## src/rtl/alu_pkg.sv

```systemverilog
// rtl/alu_pkg.sv - shared types and encodings for the ALU issue controller
package alu_pkg;

   // ALU control encoding (also used by the rv32i ALU itself)
   typedef enum logic [3:0] {
      ALU_AND = 4'b0000,
      ALU_OR  = 4'b0001,
      ALU_ADD = 4'b0010,
      ALU_SUB = 4'b0110
   } alu_op_t;

   localparam logic [6:0] OP_RTYPE  = 7'b0110011;
   localparam logic [6:0] OP_ITYPE  = 7'b0010011;
   localparam logic [6:0] OP_BRANCH = 7'b1100011;

   localparam logic [2:0] F3_ADD = 3'b000;
   localparam logic [2:0] F3_OR  = 3'b110;
   localparam logic [2:0] F3_AND = 3'b111;
   localparam logic [2:0] F3_BEQ = 3'b000;
   localparam logic [2:0] F3_BNE = 3'b001;

   localparam logic [6:0] F7_BASE = 7'b0000000;
   localparam logic [6:0] F7_SUB  = 7'b0100000;

   typedef enum logic [1:0] {
      CLS_RTYPE,
      CLS_ITYPE,
      CLS_BRANCH,
      CLS_ILLEGAL
   } instr_class_t;

   typedef enum logic [1:0] {
      ST_IDLE,
      ST_DECODE,
      ST_EXEC,
      ST_DONE
   } state_t;

   // I-type immediate: sign-extend the 12-bit field to XLEN
   function automatic logic [31:0] sext12(input logic [11:0] v);
      return {{20{v[11]}}, v};
   endfunction

endpackage

```

## src/rtl/alu_op_decode.sv

```systemverilog
// rtl/alu_op_decode.sv - combinational decode of the supported rv32i subset
module alu_op_decode
   import alu_pkg::*;
(
   input  logic [31:0]  instr,
   output alu_op_t      alu_op,
   output instr_class_t cls,
   output logic [4:0]   rd,
   output logic [4:0]   rs1,
   output logic [4:0]   rs2,
   output logic [31:0]  imm,
   output logic         illegal
);

   logic [6:0] opcode;
   logic [2:0] funct3;
   logic [6:0] funct7;

   assign opcode = instr[6:0];
   assign funct3 = instr[14:12];
   assign funct7 = instr[31:25];
   assign rd     = instr[11:7];
   assign rs1    = instr[19:15];
   assign rs2    = instr[24:20];
   assign imm    = sext12(instr[31:20]);

   // map opcode/funct fields to an ALU operation and instruction class
   always_comb begin
      alu_op = ALU_AND;
      cls    = CLS_ILLEGAL;
      case (opcode)
         OP_RTYPE: begin
            if (funct7 == F7_BASE) begin
               case (funct3)
                  F3_ADD:  begin alu_op = ALU_ADD; cls = CLS_RTYPE; end
                  F3_AND:  begin alu_op = ALU_AND; cls = CLS_RTYPE; end
                  F3_OR:   begin alu_op = ALU_OR;  cls = CLS_RTYPE; end
                  default: ;
               endcase
            end else if (funct7 == F7_SUB && funct3 == F3_ADD) begin
               alu_op = ALU_SUB;
               cls    = CLS_RTYPE;
            end
         end
         OP_ITYPE: begin
            case (funct3)
               F3_ADD:  begin alu_op = ALU_ADD; cls = CLS_ITYPE; end
               F3_AND:  begin alu_op = ALU_AND; cls = CLS_ITYPE; end
               F3_OR:   begin alu_op = ALU_OR;  cls = CLS_ITYPE; end
               default: ;
            endcase
         end
         OP_BRANCH: begin
            if (funct3 == F3_BEQ || funct3 == F3_BNE) begin
               alu_op = ALU_SUB;
               cls    = CLS_BRANCH;
            end
         end
         default: ;
      endcase
   end

   assign illegal = (cls == CLS_ILLEGAL);

endmodule

```

## src/rtl/alu_issue.sv

```systemverilog
// rtl/alu_issue.sv - four-state issue/sequencing controller for the rv32i ALU
module alu_issue
   import alu_pkg::*;
(
   input  logic        clk,
   input  logic        rst,
   input  logic        instr_valid,
   input  logic [31:0] instr,
   output logic        instr_ready,
   output logic [4:0]  rs1_addr,
   output logic [4:0]  rs2_addr,
   input  logic [31:0] rs1_data,
   input  logic [31:0] rs2_data,
   output logic [3:0]  alu_op,
   output logic [31:0] alu_in_a,
   output logic [31:0] alu_in_b,
   input  logic [31:0] alu_result,
   input  logic        alu_zero,
   output logic        wb_valid,
   output logic [4:0]  wb_addr,
   output logic [31:0] wb_data,
   output logic        br_valid,
   output logic        br_taken,
   output logic        illegal
);

   state_t       state, state_nx;
   logic [31:0]  instr_q;
   instr_class_t cls_q;
   logic [4:0]   rd_q;
   logic         bne_q;

   alu_op_t      dec_op;
   instr_class_t dec_cls;
   logic [4:0]   dec_rd, dec_rs1, dec_rs2;
   logic [31:0]  dec_imm;
   logic         dec_illegal;

   alu_op_decode u_decode (
      .instr   (instr_q),
      .alu_op  (dec_op),
      .cls     (dec_cls),
      .rd      (dec_rd),
      .rs1     (dec_rs1),
      .rs2     (dec_rs2),
      .imm     (dec_imm),
      .illegal (dec_illegal)
   );

   // state register
   always_ff @(posedge clk) begin
      if (rst) state <= ST_IDLE;
      else     state <= state_nx;
   end

   // next-state: fixed IDLE -> DECODE -> EXEC -> DONE walk once a word is taken
   always_comb begin
      state_nx = state;
      case (state)
         ST_IDLE:   if (instr_valid) state_nx = ST_DECODE;
         ST_DECODE: state_nx = ST_EXEC;
         ST_EXEC:   state_nx = ST_DONE;
         ST_DONE:   state_nx = ST_IDLE;
         default:   state_nx = ST_IDLE;
      endcase
   end

   assign instr_ready = (state == ST_IDLE) && !rst;
   assign rs1_addr    = (state == ST_DECODE && !rst) ? dec_rs1 : 5'd0;
   assign rs2_addr    = (state == ST_DECODE && !rst) ? dec_rs2 : 5'd0;

   // datapath: latch word, load ALU operands in DECODE, capture result/strobes in EXEC
   always_ff @(posedge clk) begin
      if (rst) begin
         instr_q  <= 32'd0;
         cls_q    <= CLS_ILLEGAL;
         rd_q     <= 5'd0;
         bne_q    <= 1'b0;
         alu_op   <= 4'd0;
         alu_in_a <= 32'd0;
         alu_in_b <= 32'd0;
         wb_valid <= 1'b0;
         wb_addr  <= 5'd0;
         wb_data  <= 32'd0;
         br_valid <= 1'b0;
         br_taken <= 1'b0;
         illegal  <= 1'b0;
      end else begin
         wb_valid <= 1'b0;
         br_valid <= 1'b0;
         illegal  <= 1'b0;
         case (state)
            ST_IDLE: begin
               if (instr_valid) instr_q <= instr;
            end
            ST_DECODE: begin
               cls_q    <= dec_illegal ? CLS_ILLEGAL : dec_cls;
               rd_q     <= dec_rd;
               bne_q    <= (instr_q[14:12] == F3_BNE);
               alu_op   <= dec_op;
               alu_in_a <= rs1_data;
               alu_in_b <= (dec_cls == CLS_ITYPE) ? dec_imm : rs2_data;
            end
            ST_EXEC: begin
               case (cls_q)
                  CLS_RTYPE, CLS_ITYPE: begin
                     // writes to x0 are dropped silently
                     if (rd_q != 5'd0) begin
                        wb_valid <= 1'b1;
                        wb_addr  <= rd_q;
                        wb_data  <= alu_result;
                     end
                  end
                  CLS_BRANCH: begin
                     br_valid <= 1'b1;
                     br_taken <= bne_q ? !alu_zero : alu_zero;
                  end
                  default: illegal <= 1'b1;
               endcase
            end
            default: ;
         endcase
      end
   end

endmodule

```

## config.mk

```make
export PLATFORM = sky130hd
export DESIGN_NAME = alu_issue
export DESIGN_NICKNAME = d
export VERILOG_FILES = /design/src/rtl/alu_pkg.sv /design/src/rtl/alu_op_decode.sv /design/src/rtl/alu_issue.sv
export SDC_FILE = /design/constraint.sdc
export NUM_CORES = 1
export LEC_CHECK = 0
export ABC_CLOCK_PERIOD_IN_PS = 4800
export BUFFER_PORTS_ARGS = -buffer_cell sky130_fd_sc_hd__buf_2
export CORE_UTILIZATION = 38
export CTS_CLUSTER_DIAMETER = 100
export DETAILED_ROUTE_END_ITERATION = 7
export GPL_TIMING_DRIVEN = 1
export PLACE_DENSITY = 0.69
export SYNTH_ARGS = -nofsm -noshare
export SYNTH_HDL_FRONTEND = slang
export SYNTH_SLANG_ARGS = --single-unit
```

## constraint.sdc

```tcl
create_clock -name clk -period 4.8 [get_ports clk]
set_clock_uncertainty 0.1 [all_clocks]
set_input_delay 0 -clock clk [delete_from_list [all_inputs] [get_ports clk]]
set_output_delay 0 -clock clk [all_outputs]
set_load 0.03 [all_outputs]
```

# [Word-level counts from Yosys, hierarchy flattened]
# Cells that the tools add are included.
[classes] eq_ne=15 mux=21 n_bitwise=2 n_reduce_logical=19
[ops] operator="$mux 32" n=1
[ops] operator="$eq 7x6->1 const B" n=2
[ops] operator="$mux 2" n=6
[ops] operator="$pmux 4 s3" n=1
[ops] operator="$mux 5" n=2
[ops] operator="$reduce_or 3->1" n=3
[ops] operator="$eq 2x2->1 const B" n=4
[ops] operator="$pmux 2 s4" n=1
[ops] operator="$eq 7x5->1 const B" n=1
[ops] operator="$eq 7x7->1 const B" n=1
[ops] operator="$logic_not 7->1" n=1
[ops] operator="$eq 2x1->1 const B" n=3
[ops] operator="$eq 3x3->1 const B" n=2
[ops] operator="$mux 3" n=2
[ops] operator="$pmux 2 s3" n=1
[ops] operator="$mux 1" n=5
[ops] operator="$reduce_bool 5->1" n=1
[ops] operator="$logic_not 2->1" n=2
[ops] operator="$mux 4" n=1
[ops] operator="$pmux 2 s2" n=1
[ops] operator="$reduce_and 2->1" n=2
[ops] operator="$reduce_or 2->1" n=2
[ops] operator="$eq 3x1->1 const B" n=1
[ops] operator="$logic_and 1x1->1" n=3
[ops] operator="other kinds (6)" n=8
[totals] reg_bits=151 wordCells=71

# [Depth between registers and ports, before layout]
# Gate-level depths: netlist (run 1).
[depth] depth_word=7 depth_mapped=8 depth_no_buf=6

# [Modules after synthesis]
# A second synthesis (run 1) with hierarchy kept.
[hier_totals] hier_cells=810 area_unflattened_um2=7088.0
[modules_own_cells] mod="alu_issue" instances=1 cells_each=731 area_each_um2=6516.2
[modules_own_cells] mod="alu_op_decode" instances=1 cells_each=79 area_each_um2=571.8

# [Least setup slack after synthesis (run 1)]
# OpenSTA, ideal clock, no wires.
[synth_timing] kind="register to register" startpoint="reg instr_q[31]" endpoint="reg alu_op[1]" arrival_time_ps=1834 setup_slack_ps=2778 stages_incl_launch_ff=5 path_buffers=0 cell_sequence="dfxtp_1 or4_4 o41a_1 or4b_4 o32ai_2"
[synth_via] elab_chain_cells=5 elab_cells_between_ends=6
[synth_rtl] item="start, declared" line_no="alu_issue.sv:28" rtl="logic [31:0] instr_q;"
[synth_rtl] item="start signal, assigned" line_no="alu_issue.sv:94" rtl="if (instr_valid) instr_q <= instr;"
[synth_rtl] item="$eq 7x6->1" line_no="alu_op_decode.sv:40" rtl="end else if (funct7 == F7_SUB && funct3 == F3_ADD) begin"
[synth_rtl] item="$logic_and 1x1->1" line_no="alu_op_decode.sv:40"
[synth_rtl] item="$mux 3" line_no="alu_op_decode.sv:40"
[synth_rtl] item="$mux 4 *" line_no="alu_op_decode.sv:33" rtl="if (funct7 == F7_BASE) begin"
[synth_rtl] item="$pmux 4 s3 *" line_no="alu_op_decode.sv:31" rtl="case (opcode)"
[synth_rtl] item="end signal, assigned" line_no="alu_issue.sv:100" rtl="alu_op <= dec_op;"
[synth_rtl] item="end, declared" line_no="alu_issue.sv:14" rtl="output logic [3:0] alu_op,"
# Mark *: on every way between the ends. The rest lies on a longest branch, timed or not.
# A chain may end at the register's enable or synchronous reset.

# [Worst setup path after layout (run 1)]
[layout_timing] startpoint="reg state[1]" endpoint="reg alu_in_b[11]"
[layout_via] elab_chain_cells=1
[layout_rtl] item="start, declared" line_no="alu_issue.sv:27" rtl="state_t state, state_nx;"
[layout_rtl] item="start signal, assigned" line_no="alu_issue.sv:53" rtl="else state <= state_nx;"
[layout_rtl] item="$eq 2x1->1" line_no="alu_issue.sv:92" rtl="case (state)"
[layout_rtl] item="end signal, assigned" line_no="alu_issue.sv:102" rtl="alu_in_b <= (dec_cls == CLS_ITYPE) ? dec_imm : rs2_data;"
[layout_rtl] item="end, declared" line_no="alu_issue.sv:16" rtl="output logic [31:0] alu_in_b,"
# Every way passes these cells.

==> results.md, run 1 <==
- Status: completed
- GP Congestion: approximately 0.76
- WL per Instance: about 15 um
- DRT iter0 DRCs: 368
- Crit path capture type: flip-flop
- Die Span X: ~120 um
- FILL cells: ~1,200
- Root Driver: clkbuf_16
- Routed WL: between 15,000 and 20,000 um
- Startpoint of the worst hold path: rs1_data[19]
- Top cell type's share of synthesized area: a little over half
- Port buffer count: 250
- Post-synth ARST share: 0%
- Layout cells sized above 1: about 27%
- Max VDD drop: approximately 0.38 mV
- Final Critical Period: between 2 and 3 ns
- Relative slew slack: about a quarter
- Worst slew pin tran: ~1.1 ns
- Row count: 44
- Total GRT Usage: about a quarter
- Max-slew violation count: 0
- Core ar.: between 10,000 and 15,000 um^2
- CTS sink count: 150
- Most frequent CP cell: buf_4
- Peak Freq: roughly 340 MHz
- Netlist cell types: 42
- Mean Syn Cell Area: 8.49 um^2
- P_sw: about 1.5 mW
- TritonCTS clock tree: done
- Dpl hpwl: about 9700 um
- CTS Buf Count: 17
- Sw Share: 34.1%
- Diodes inserted: 0
- Worst path cell trace: inv_1, ha_4, buf_4, a21boi_1, buf_4, a211oi_1, dlygate4sd3_1
- Max incr delay on CP: between 0.8 and 0.9 ns
- Finished Core Util: 64.2%
- Hold Crit Class: in -> reg
- Antenna violations before repair: 0
- Die height: 124 um
- Final setup vio count: 0
- Mapped Area: about 5600 um^2
- Synthesized flop and latch total: 150
- Crit path kind: reg -> reg
- Syn Nets: 800
- CP startpoint: state[1]$_SDFFE_PP0P_
- Power Density: just under 500 nW/um^2
- Remaining global-route overflow: 0
- Buffers & Inverters on Critical Path: 4
- Design Area, Final: roughly 9300 um^2
- DRT Pass-1 Iters: 5
- CTS clk-pin slew, worst paths: 0.06 ns
- Largest fanout on the critical path: 89
- First-pass GRT wire length: roughly 28,000 um
- Int Power: around 3 mW
- Area Overhead vs Synth: 65.0%
- Cts repair resizes: 0
- Largest net degree at the start of global routing: 90
- Deepest clock path buffer count: 2
- Starting Density: roughly two fifths
- CP Data Required Time: 5.00 ns
- Final ANT Viol Nets: 0
- Final hold violation count: 0
- Max cap viols: 0
- R2R Setup Slk: ~1.9 ns
- Multi-input logic area: 2440 um^2
- Post-synth top flop: dfxtp_1
- Final Net Count: 1,192
- Launch point of the worst reg-to-reg path: state[1]$_SDFFE_PP0P_
- Top-count cell post-synth: nand2_1
- Cell count after synthesis: 664
- EDFF count, synth: 0
- Final setup TNS: 0 ns
- Leak Pwr: roughly 4.3 nW
- Vias: slightly above 6,000
- Vias in the first global route: ~6,000
- Seq/Total Area, Yosys: approximately 53%
- Synth cell count leaders: nand2_1 (182), dfxtp_1 (150), nor2_1 (77)
- Vias per cell: slightly below 5
- Comb pwr share: about a third
- Period utilization: between 60% and 70%
- Clock network power share: between 30% and 40%
- Yosys top cell by area: dfxtp_1
- Syn. warnings: 0
- DIE AREA: roughly 15,000 um^2
- H-tree levels: 4
- RSZ-0062 raised after global routing: no
- Crit-path slowest cell: buf_4
- Clk_lat worst skew: around 0.42 ns
- Startpoint Class: flip-flop
- Flop pwr share: 35.3%
- Num ports: around 250
- Delay-heaviest family, CP: buffers and inverters
- Top cells by area, synth: dfxtp_1 (53%), nand2_1 (12%), mux2i_1 (6.7%), a21oi_1 (6.2%), nor2_1 (5.1%)
- FF+latch area: between 3000 and 4000 um^2
- Post-route DRC: 0
- WP data arrival: ~3.2 ns
- Area after DPL: about 7000 um^2
[power by group through the flow]
| stage | clock (mW) | sequential (mW) | combinational, mW |
|---|---|---|---|
| detailed placement | 0 | 1.62 | 1.30 |
| global route | 1.51 | 1.63 | 1.63 |
| finish | 1.43 | 1.60 | 1.50 |
| floorplan | 0 | 1.93 | 0.631 |
| global placement | 0 | 1.61 | 1.29 |
| CTS | 1.45 | 1.59 | 1.48 |
[registers in the layout, summed over array words and instances (netlist names)]
| register | count |
|---|---|
| alu_op | 3 |
| alu_in_b | 32 |
| br_taken | 1 |
| alu_in_a | 32 |
| wb_addr | 5 |
| illegal | 1 |
| br_valid | 1 |
| rd_q | 5 |
| wb_valid | 1 |
| state | 2 |
| instr_q | 32 |
| wb_data | 32 |
| cls_q | 2 |
| bne_q | 1 |
[worst paths after layout]
| kind | cells past startpoint | endpoint |
|---|---|---|
| max reg2reg | 7 | alu_in_b[11]$_SDFFE_PP0N_ |
| max | 7 | alu_in_b[11]$_SDFFE_PP0N_ |
| min | 4 | alu_in_a[19]$_SDFFE_PP0N_ |
| min reg2reg | 2 | wb_addr[1]$_SDFFE_PP0P_ |
[cell type report]
class                   count  share of cell area [%]
flip-flops and latches    150                    32.3
clock buffers              23                    5.25
inverters                   4                   0.161
clock inverters             8                    1.55
well taps                 184                    2.47
multi-input cells         459                    26.3
repair buffers            424                    32.0
[metal layers]
metal | vias up | wire length, um | GRT usage, %
li1 | 3006 | - | -
met3 | 72 | 1090 | 6.91
met2 | 262 | 9220 | 40.2
met1 | 2807 | 7430 | 25.9
met4 | 0 | 815 | 13.0
met5 | - | 0 | 0
[kinds of logic after synthesis]
| logic type | synth area share [%] |
|---|---|
| AO/OA/AOI/OAI | 13.6 |
| XOR/XNOR | 0.155 |
| multiplexers | 6.75 |
| other | 0.0665 |
| flip-flops | 53.3 |
| buffers and inverters | 3.80 |
| adder cells (fa/ha/maj) | 0.888 |
| AND/OR/NAND/NOR | 21.5 |
[tightest hold or removal path, cell delays in order]
cell and delay [ns]:
dlygate4sd3_1 0.52, buf_2 0.09, mux2i_1 0.05, nor2_1 0.07
[cells in the final DEF, fill, tap and decap left out, types with 2 or more instances in the layout]
master,n
dlygate4sd3_1,168
nor2_1,77
buf_4,7
nand2_1,182
inv_1,4
clkbuf_16,17
mux2i_1,38
clkbuf_1,2
clkbuf_8,4
a211oi_1,23
a21oi_1,70
nor2b_1,5
buf_2,249
nand3_1,2
and2_1,12
dfxtp_1,150
a311oi_1,11
or4_1,2
a22oi_1,2
clkinv_2,3
nor3_1,6
bufinv_16,4
ha_1,3
[what timing repair did]
action | 4_1_cts | 5_1_grt
buffers inserted | 0 | 0
endpoints found under the hold margin | 131 | 0
hold buffers | 168 | 0
[through the flow]
step / hold slack (ns) / instances / total power [mW] / worst slack, ns
finish: 0.258 / 1252 / 4.53 / 1.86
global route: 0.265 / 1252 / 4.77 / 1.72
CTS: 0.230 / 1252 / 4.52 / 1.91
detailed placement: 0.142 / 1053 / 2.92 / 2.34
global placement: 0.132 / 1053 / 2.90 / 2.39
floorplan: 0.0360 / 664 / 2.56 / 2.78
Power figures use the tool's default switching activity.
==> run 2, diff against run 1 <==
--- a/config.mk
+++ b/config.mk
@@ -5,7 +5,7 @@
 export SDC_FILE = /design/constraint.sdc
 export NUM_CORES = 1
 export LEC_CHECK = 0
-export ABC_CLOCK_PERIOD_IN_PS = 4800
+export ABC_CLOCK_PERIOD_IN_PS = 3000
 export BUFFER_PORTS_ARGS = -buffer_cell sky130_fd_sc_hd__buf_2
 export CORE_UTILIZATION = 38
 export CTS_CLUSTER_DIAMETER = 100
==> constraint.sdc (replaced) <==
create_clock -name clk -period 3 [get_ports clk]
set_clock_uncertainty 0.1 [all_clocks]
set_input_delay 0 -clock clk [delete_from_list [all_inputs] [get_ports clk]]
set_output_delay 0 -clock clk [all_outputs]
set_load 0.03 [all_outputs]
==> results.md, run 2 (synthesis gave the netlist of run 1 again) <==
- Post-route DRC: 0
- Crit path capture type: flip-flop
- Dpl hpwl: 10,300 um
- Post-route insts no fill: about 1,300
- Startpoint Class: flip-flop
- Layout cells sized above 1: ~28%
- Post-CTS Hold Fix Bufs: around 160
- WP data arrival: 2.71 ns
- RSZ-0062 raised after global routing: no
- Largest net degree at the start of global routing: between 40 and 50
- Final Total Pwr: between 6 and 7 mW
- Core ar.: roughly 14,000 um^2
- CTS clk-pin slew, worst paths: roughly 0.060 ns
- FILL cells: approximately 1,200
- Vias per cell: 4.85
- Final Critical Period: 2.45 ns
- Period utilization: 81.8%
- Crit-path slowest cell: dlygate4sd3_1
- Most frequent cells in the layout: buf_2 (249), nand2_1 (182), dlygate4sd3_1 (164)
- Vias: around 6,100
- Final setup TNS: 0 ns
- Deepest clock path buffer count: 2
- Num ports: between 200 and 300
- CTS sink count: 150
- CTS Buf Count: 17
- Setup Fix Bufs, Post-CTS: 0
- Starting Density: 38.9%
- Die Span X: 124 um
- DIE AREA: 15,300 um^2
- Vias in the first global route: between 5,000 and 6,000
- Relative slew slack: approximately 65%
- Final ANT Viol Nets: 0
- CP Data Required Time: ~3.3 ns
- Delay-heaviest family, CP: buffers and inverters
- Peak Freq: 408 MHz
- Root Driver: clkbuf_16
- Max-slew violation count: 0
- Final hold violation count: 0
- WL per Instance: between 10 and 15 um
- Placed cells: between 1,000 and 1,500
- Area Overhead vs Synth: 64.0%
- Remaining global-route overflow: 0
- Largest fanout on the critical path: 19
- Max VDD drop: between 0.6 and 0.7 mV
- Final Net Count: between 1,000 and 1,500
- Power Density: 754 nW/um^2
- Max incr delay on CP: just under 0.6 ns
- Routed WL: around 18,000 um
- Max cap viols: 0
- Row count: 44
- TritonCTS clock tree: done
- Diodes inserted: 0
- Most common cell after layout, fill and taps aside: buf_2
- DRT iter0 DRCs: between 300 and 400
- GP Congestion: approximately 0.76
- Leak Pwr: about 4.2 nW
- DRT Pass-1 Iters: 4
- Final setup vio count: 0
- First-pass GRT wire length: 27,700 um
- Status: completed
- Total GRT Usage: 23.1%
- Worst path cell trace: inv_1, ha_1, and2_1, buf_4, nand2_1, a21oi_1, dlygate4sd3_1
- H-tree levels: 4
- Die height: about 120 um
- Port buffer count: 250
- Buffers & Inverters on Critical Path: 3
- Clk_lat worst skew: between 0.4 and 0.5 ns
- Crit path kind: reg -> reg
- Worst slew pin tran: between 0.5 and 0.6 ns
- Cts repair resizes: 0
- Hold Crit Class: in -> reg
- Antenna violations before repair: 0
run 2: routing by layer:
layer	track usage, %	part of all wire, %	routed length [um]	vias to the layer above
met5	0	0	0	-
met1	27.2	42	7580	2838
li1	-	-	-	3005
met4	9.94	3.2	572	0
met2	39.3	50	9020	195
met3	6.41	4.7	850	46
run 2: final cells by class:
class / instances / area (um^2) / area share, %
clock buffer: 20 / 467 / 5.05
clock inverter: 11 / 101 / 1.10
inverter: 4 / 15.0 / 0.162
multi-input combinational: 459 / 2440 / 26.4
sequential: 150 / 3000 / 32.5
tap: 184 / 230 / 2.49
timing repair buffer: 426 / 2990 / 32.3
run 2: worst register-to-register path: cells and delay by family, from the launching register on:
family / cells / cell delay (ns)
simple gates: 2 / 0.54
flops: 1 / 0.32
compound gates: 1 / 0.17
buf+inv: 3 / 1.04
fa+ha+maj: 1 / 0.23
run 2: worst paths after layout:
check | from | end | slack, ns | depth (start not counted)
worst max register to register | state[1]$_SDFFE_PP0P_ | instr_q[28]$_SDFFE_PP0P_ | 0.55 | 7
worst min-delay path | rs1_data[5] | alu_in_a[5]$_SDFFE_PP0N_ | 0.27 | 4
worst min register to register | wb_data[28]$_SDFFE_PP0P_ | wb_data[28]$_SDFFE_PP0P_ | 0.35 | 2
worst max-delay path | state[1]$_SDFFE_PP0P_ | instr_q[28]$_SDFFE_PP0P_ | 0.55 | 7
run 2: power breakdown:
group          leakage (nW)  internal [mW]  switching, mW  total, mW
registers              1.22           2.35          0.208       2.56
clock network         0.259           1.20          0.826       2.03
logic                  2.73          0.932           1.45       2.38
run 2: stage by stage:
stage,hold WS (ns),area (um^2),utilization (%),setup WS (ns)
2_1_floorplan,0.0360,5640,-,0.978
3_3_place_gp,0.133,7030,48.6,0.942
5_1_grt,0.268,9240,63.8,0.377
4_1_cts,0.245,9240,63.8,0.629
3_5_place_dp,0.144,7030,48.6,0.920
6_report,0.267,9240,63.8,0.547
==> run 3, diff against run 2 <==
--- a/config.mk
+++ b/config.mk
@@ -5,13 +5,13 @@
 export SDC_FILE = /design/constraint.sdc
 export NUM_CORES = 1
 export LEC_CHECK = 0
-export ABC_CLOCK_PERIOD_IN_PS = 3000
+export ABC_CLOCK_PERIOD_IN_PS = 2210
 export BUFFER_PORTS_ARGS = -buffer_cell sky130_fd_sc_hd__buf_2
 export CORE_UTILIZATION = 38
 export CTS_CLUSTER_DIAMETER = 100
 export DETAILED_ROUTE_END_ITERATION = 7
 export GPL_TIMING_DRIVEN = 1
-export PLACE_DENSITY = 0.69
+export PLACE_DENSITY = 0.71
 export SYNTH_ARGS = -nofsm -noshare
 export SYNTH_HDL_FRONTEND = slang
 export SYNTH_SLANG_ARGS = --single-unit
==> constraint.sdc (replaced) <==
create_clock -name clk -period 2.21 [get_ports clk]
set_clock_uncertainty 0.1 [all_clocks]
set_input_delay 0 -clock clk [delete_from_list [all_inputs] [get_ports clk]]
set_output_delay 0 -clock clk [all_outputs]
set_load 0.03 [all_outputs]
==> results.md, run 3 (synthesis gave the netlist of run 1 again) <==
- Status: completed
- Die height: between 100 and 150 um
- Core ar.: ~14,000 um^2
- FF+latch area: between 3000 and 4000 um^2
- Delay-heaviest family, CP: simple AND/OR/NAND/NOR gates
- Vias in the first global route: approximately 5,700
- Post-route DRC: 0
- Setup Fix Bufs, Post-CTS: 0
- First-pass GRT wire length: between 20,000 and 30,000 um
- WL per Instance: 14.3 um
- Antenna violations before repair: 0
- Worst path cell trace: or4_4, o41a_1, or4b_4, o32ai_2
- Diodes inserted: 0
- CTS sink count: 150
- Remaining global-route overflow: 0
- Relative slew slack: 60.7%
- TritonCTS clock tree: done
- Startpoint Class: flip-flop
- Max-slew violation count: 0
- Crit-path slowest cell: or4_4
- Leak Pwr: around 4 nW
- Area Overhead vs Synth: 60.4%
- Total GRT Usage: 22.3%
- Max cap viols: 0
- Starting Density: between 30 and 40%
- Most common cell after layout, fill and taps aside: buf_2
- Period utilization: around 95%
- Deepest clock path buffer count: 2
- Final Net Count: around 1,200
- Root Driver: clkbuf_16
- Cts repair resizes: 0
- Layout cells sized above 1: a little under 30%
- Multi-input logic area: 2440 um^2
- Largest fanout on the critical path: 3
- Final ANT Viol Nets: 0
- Clk_lat worst skew: 0.41 ns
- WP data arrival: approximately 2.3 ns
- Power Density: around 1000 nW/um^2
- FILL cells: ~1,200
- Final hold violation count: 0
- Post-CTS Hold Fix Bufs: roughly 140
- CTS clk-pin slew, worst paths: ~0.060 ns
- Vias per cell: between 4 and 5
- Final setup TNS: 0 ns
- Largest net degree at the start of global routing: between 80 and 90
- Num ports: 252
- R2R Setup Slk: roughly 0.10 ns
- RSZ-0062 raised after global routing: no
- Min setup slack post-route: around 0.10 ns
- Vias: roughly 5,900
- GP Congestion: 0.779
- Max incr delay on CP: 0.55 ns
- DIE AREA: 15,300 um^2
- Crit path capture type: flip-flop
- Hold Crit Class: in -> reg
- DRT iter0 DRCs: approximately 270
- Peak Freq: ~470 MHz
- Max VDD drop: 0.762 mV
- Most frequent cells in the layout: buf_2 (249), nand2_1 (182), dfxtp_1 (150)
- Crit path kind: reg -> reg
- Final Critical Period: approximately 2.1 ns
- Routed WL: 17,600 um
- Port buffer count: 250
- Final setup vio count: 0
- DRT Pass-1 Iters: 4
- CTS Buf Count: 17
- Row count: 44
- CP Data Required Time: around 2.4 ns
- Buffers & Inverters on Critical Path: 0
- Dpl ws: between 0.1 and 0.15 ns
- Dpl hpwl: 9870 um
- Final Total Pwr: ~9.4 mW
- Finished Core Util: a little over three fifths
- Worst slew pin tran: approximately 0.6 ns
- Die Span X: approximately 120 um
- H-tree levels: 4
-- run 3: cell count changes in the layout (fill, tap and decap cells not counted) --
| cell | before | now |
|---|---|---|
| buf_12 | 0 | 4 |
| buf_4 | 13 | 9 |
| bufinv_16 | 1 | 2 |
| clkinv_2 | 2 | 4 |
| clkinvlp_4 | 7 | 5 |
| dlygate4sd3_1 | 164 | 136 |
-- run 3: final cells by class --
type,count,area share (%)
sequential,150,33.2
timing repair buffer,398,30.5
multi-input combinational,459,27.0
clock buffer,20,5.16
tap,184,2.55
clock inverter,12,1.40
inverter,4,0.166
-- run 3: power breakdown --
group | total [mW] | internal, mW | switching (mW) | leakage (nW)
logic | 3.11 | 1.17 | 1.95 | 2.55
registers | 3.47 | 3.19 | 0.283 | 1.22
clock network | 2.85 | 1.75 | 1.11 | 0.280
total | 9.44 | 6.11 | 3.34 | 4.06
-- run 3: final timing paths --
kind / start / to / depth (start not counted)
min reg2reg: wb_data[9]$_SDFFE_PP0P_ / wb_data[9]$_SDFFE_PP0P_ / 2
max: instr_q[31]$_SDFFE_PP0P_ / alu_op[1]$_SDFFE_PP0N_ / 4
min: rs1_data[25] / alu_in_a[25]$_SDFFE_PP0N_ / 4
max reg2reg: instr_q[31]$_SDFFE_PP0P_ / alu_op[1]$_SDFFE_PP0N_ / 4
-- run 3: worst reg2reg max path: stages (launching register included) --
cell and delay, ns:
dfxtp_1 0.33, or4_4 0.55, o41a_1 0.33, or4b_4 0.53
o32ai_2 0.19
-- run 3: layer usage --
layer | vias to the layer above | part of all wire (%) | track usage, %
met5 | - | 0 | 0
met4 | 0 | 2.9 | 10.4
met3 | 38 | 4.9 | 5.77
met2 | 176 | 51 | 38.4
met1 | 2727 | 42 | 25.7
li1 | 2953 | - | -
-- run 3: per-stage QoR --
stage	cells	area, um^2	hold WS (ns)
final	1227	9040	0.269
after global routing	1227	9040	0.252
after CTS	1227	9040	0.237
after detailed placement	1059	7080	0.143
after global placement	1059	7080	0.131
after floorplan	664	5640	0.0360
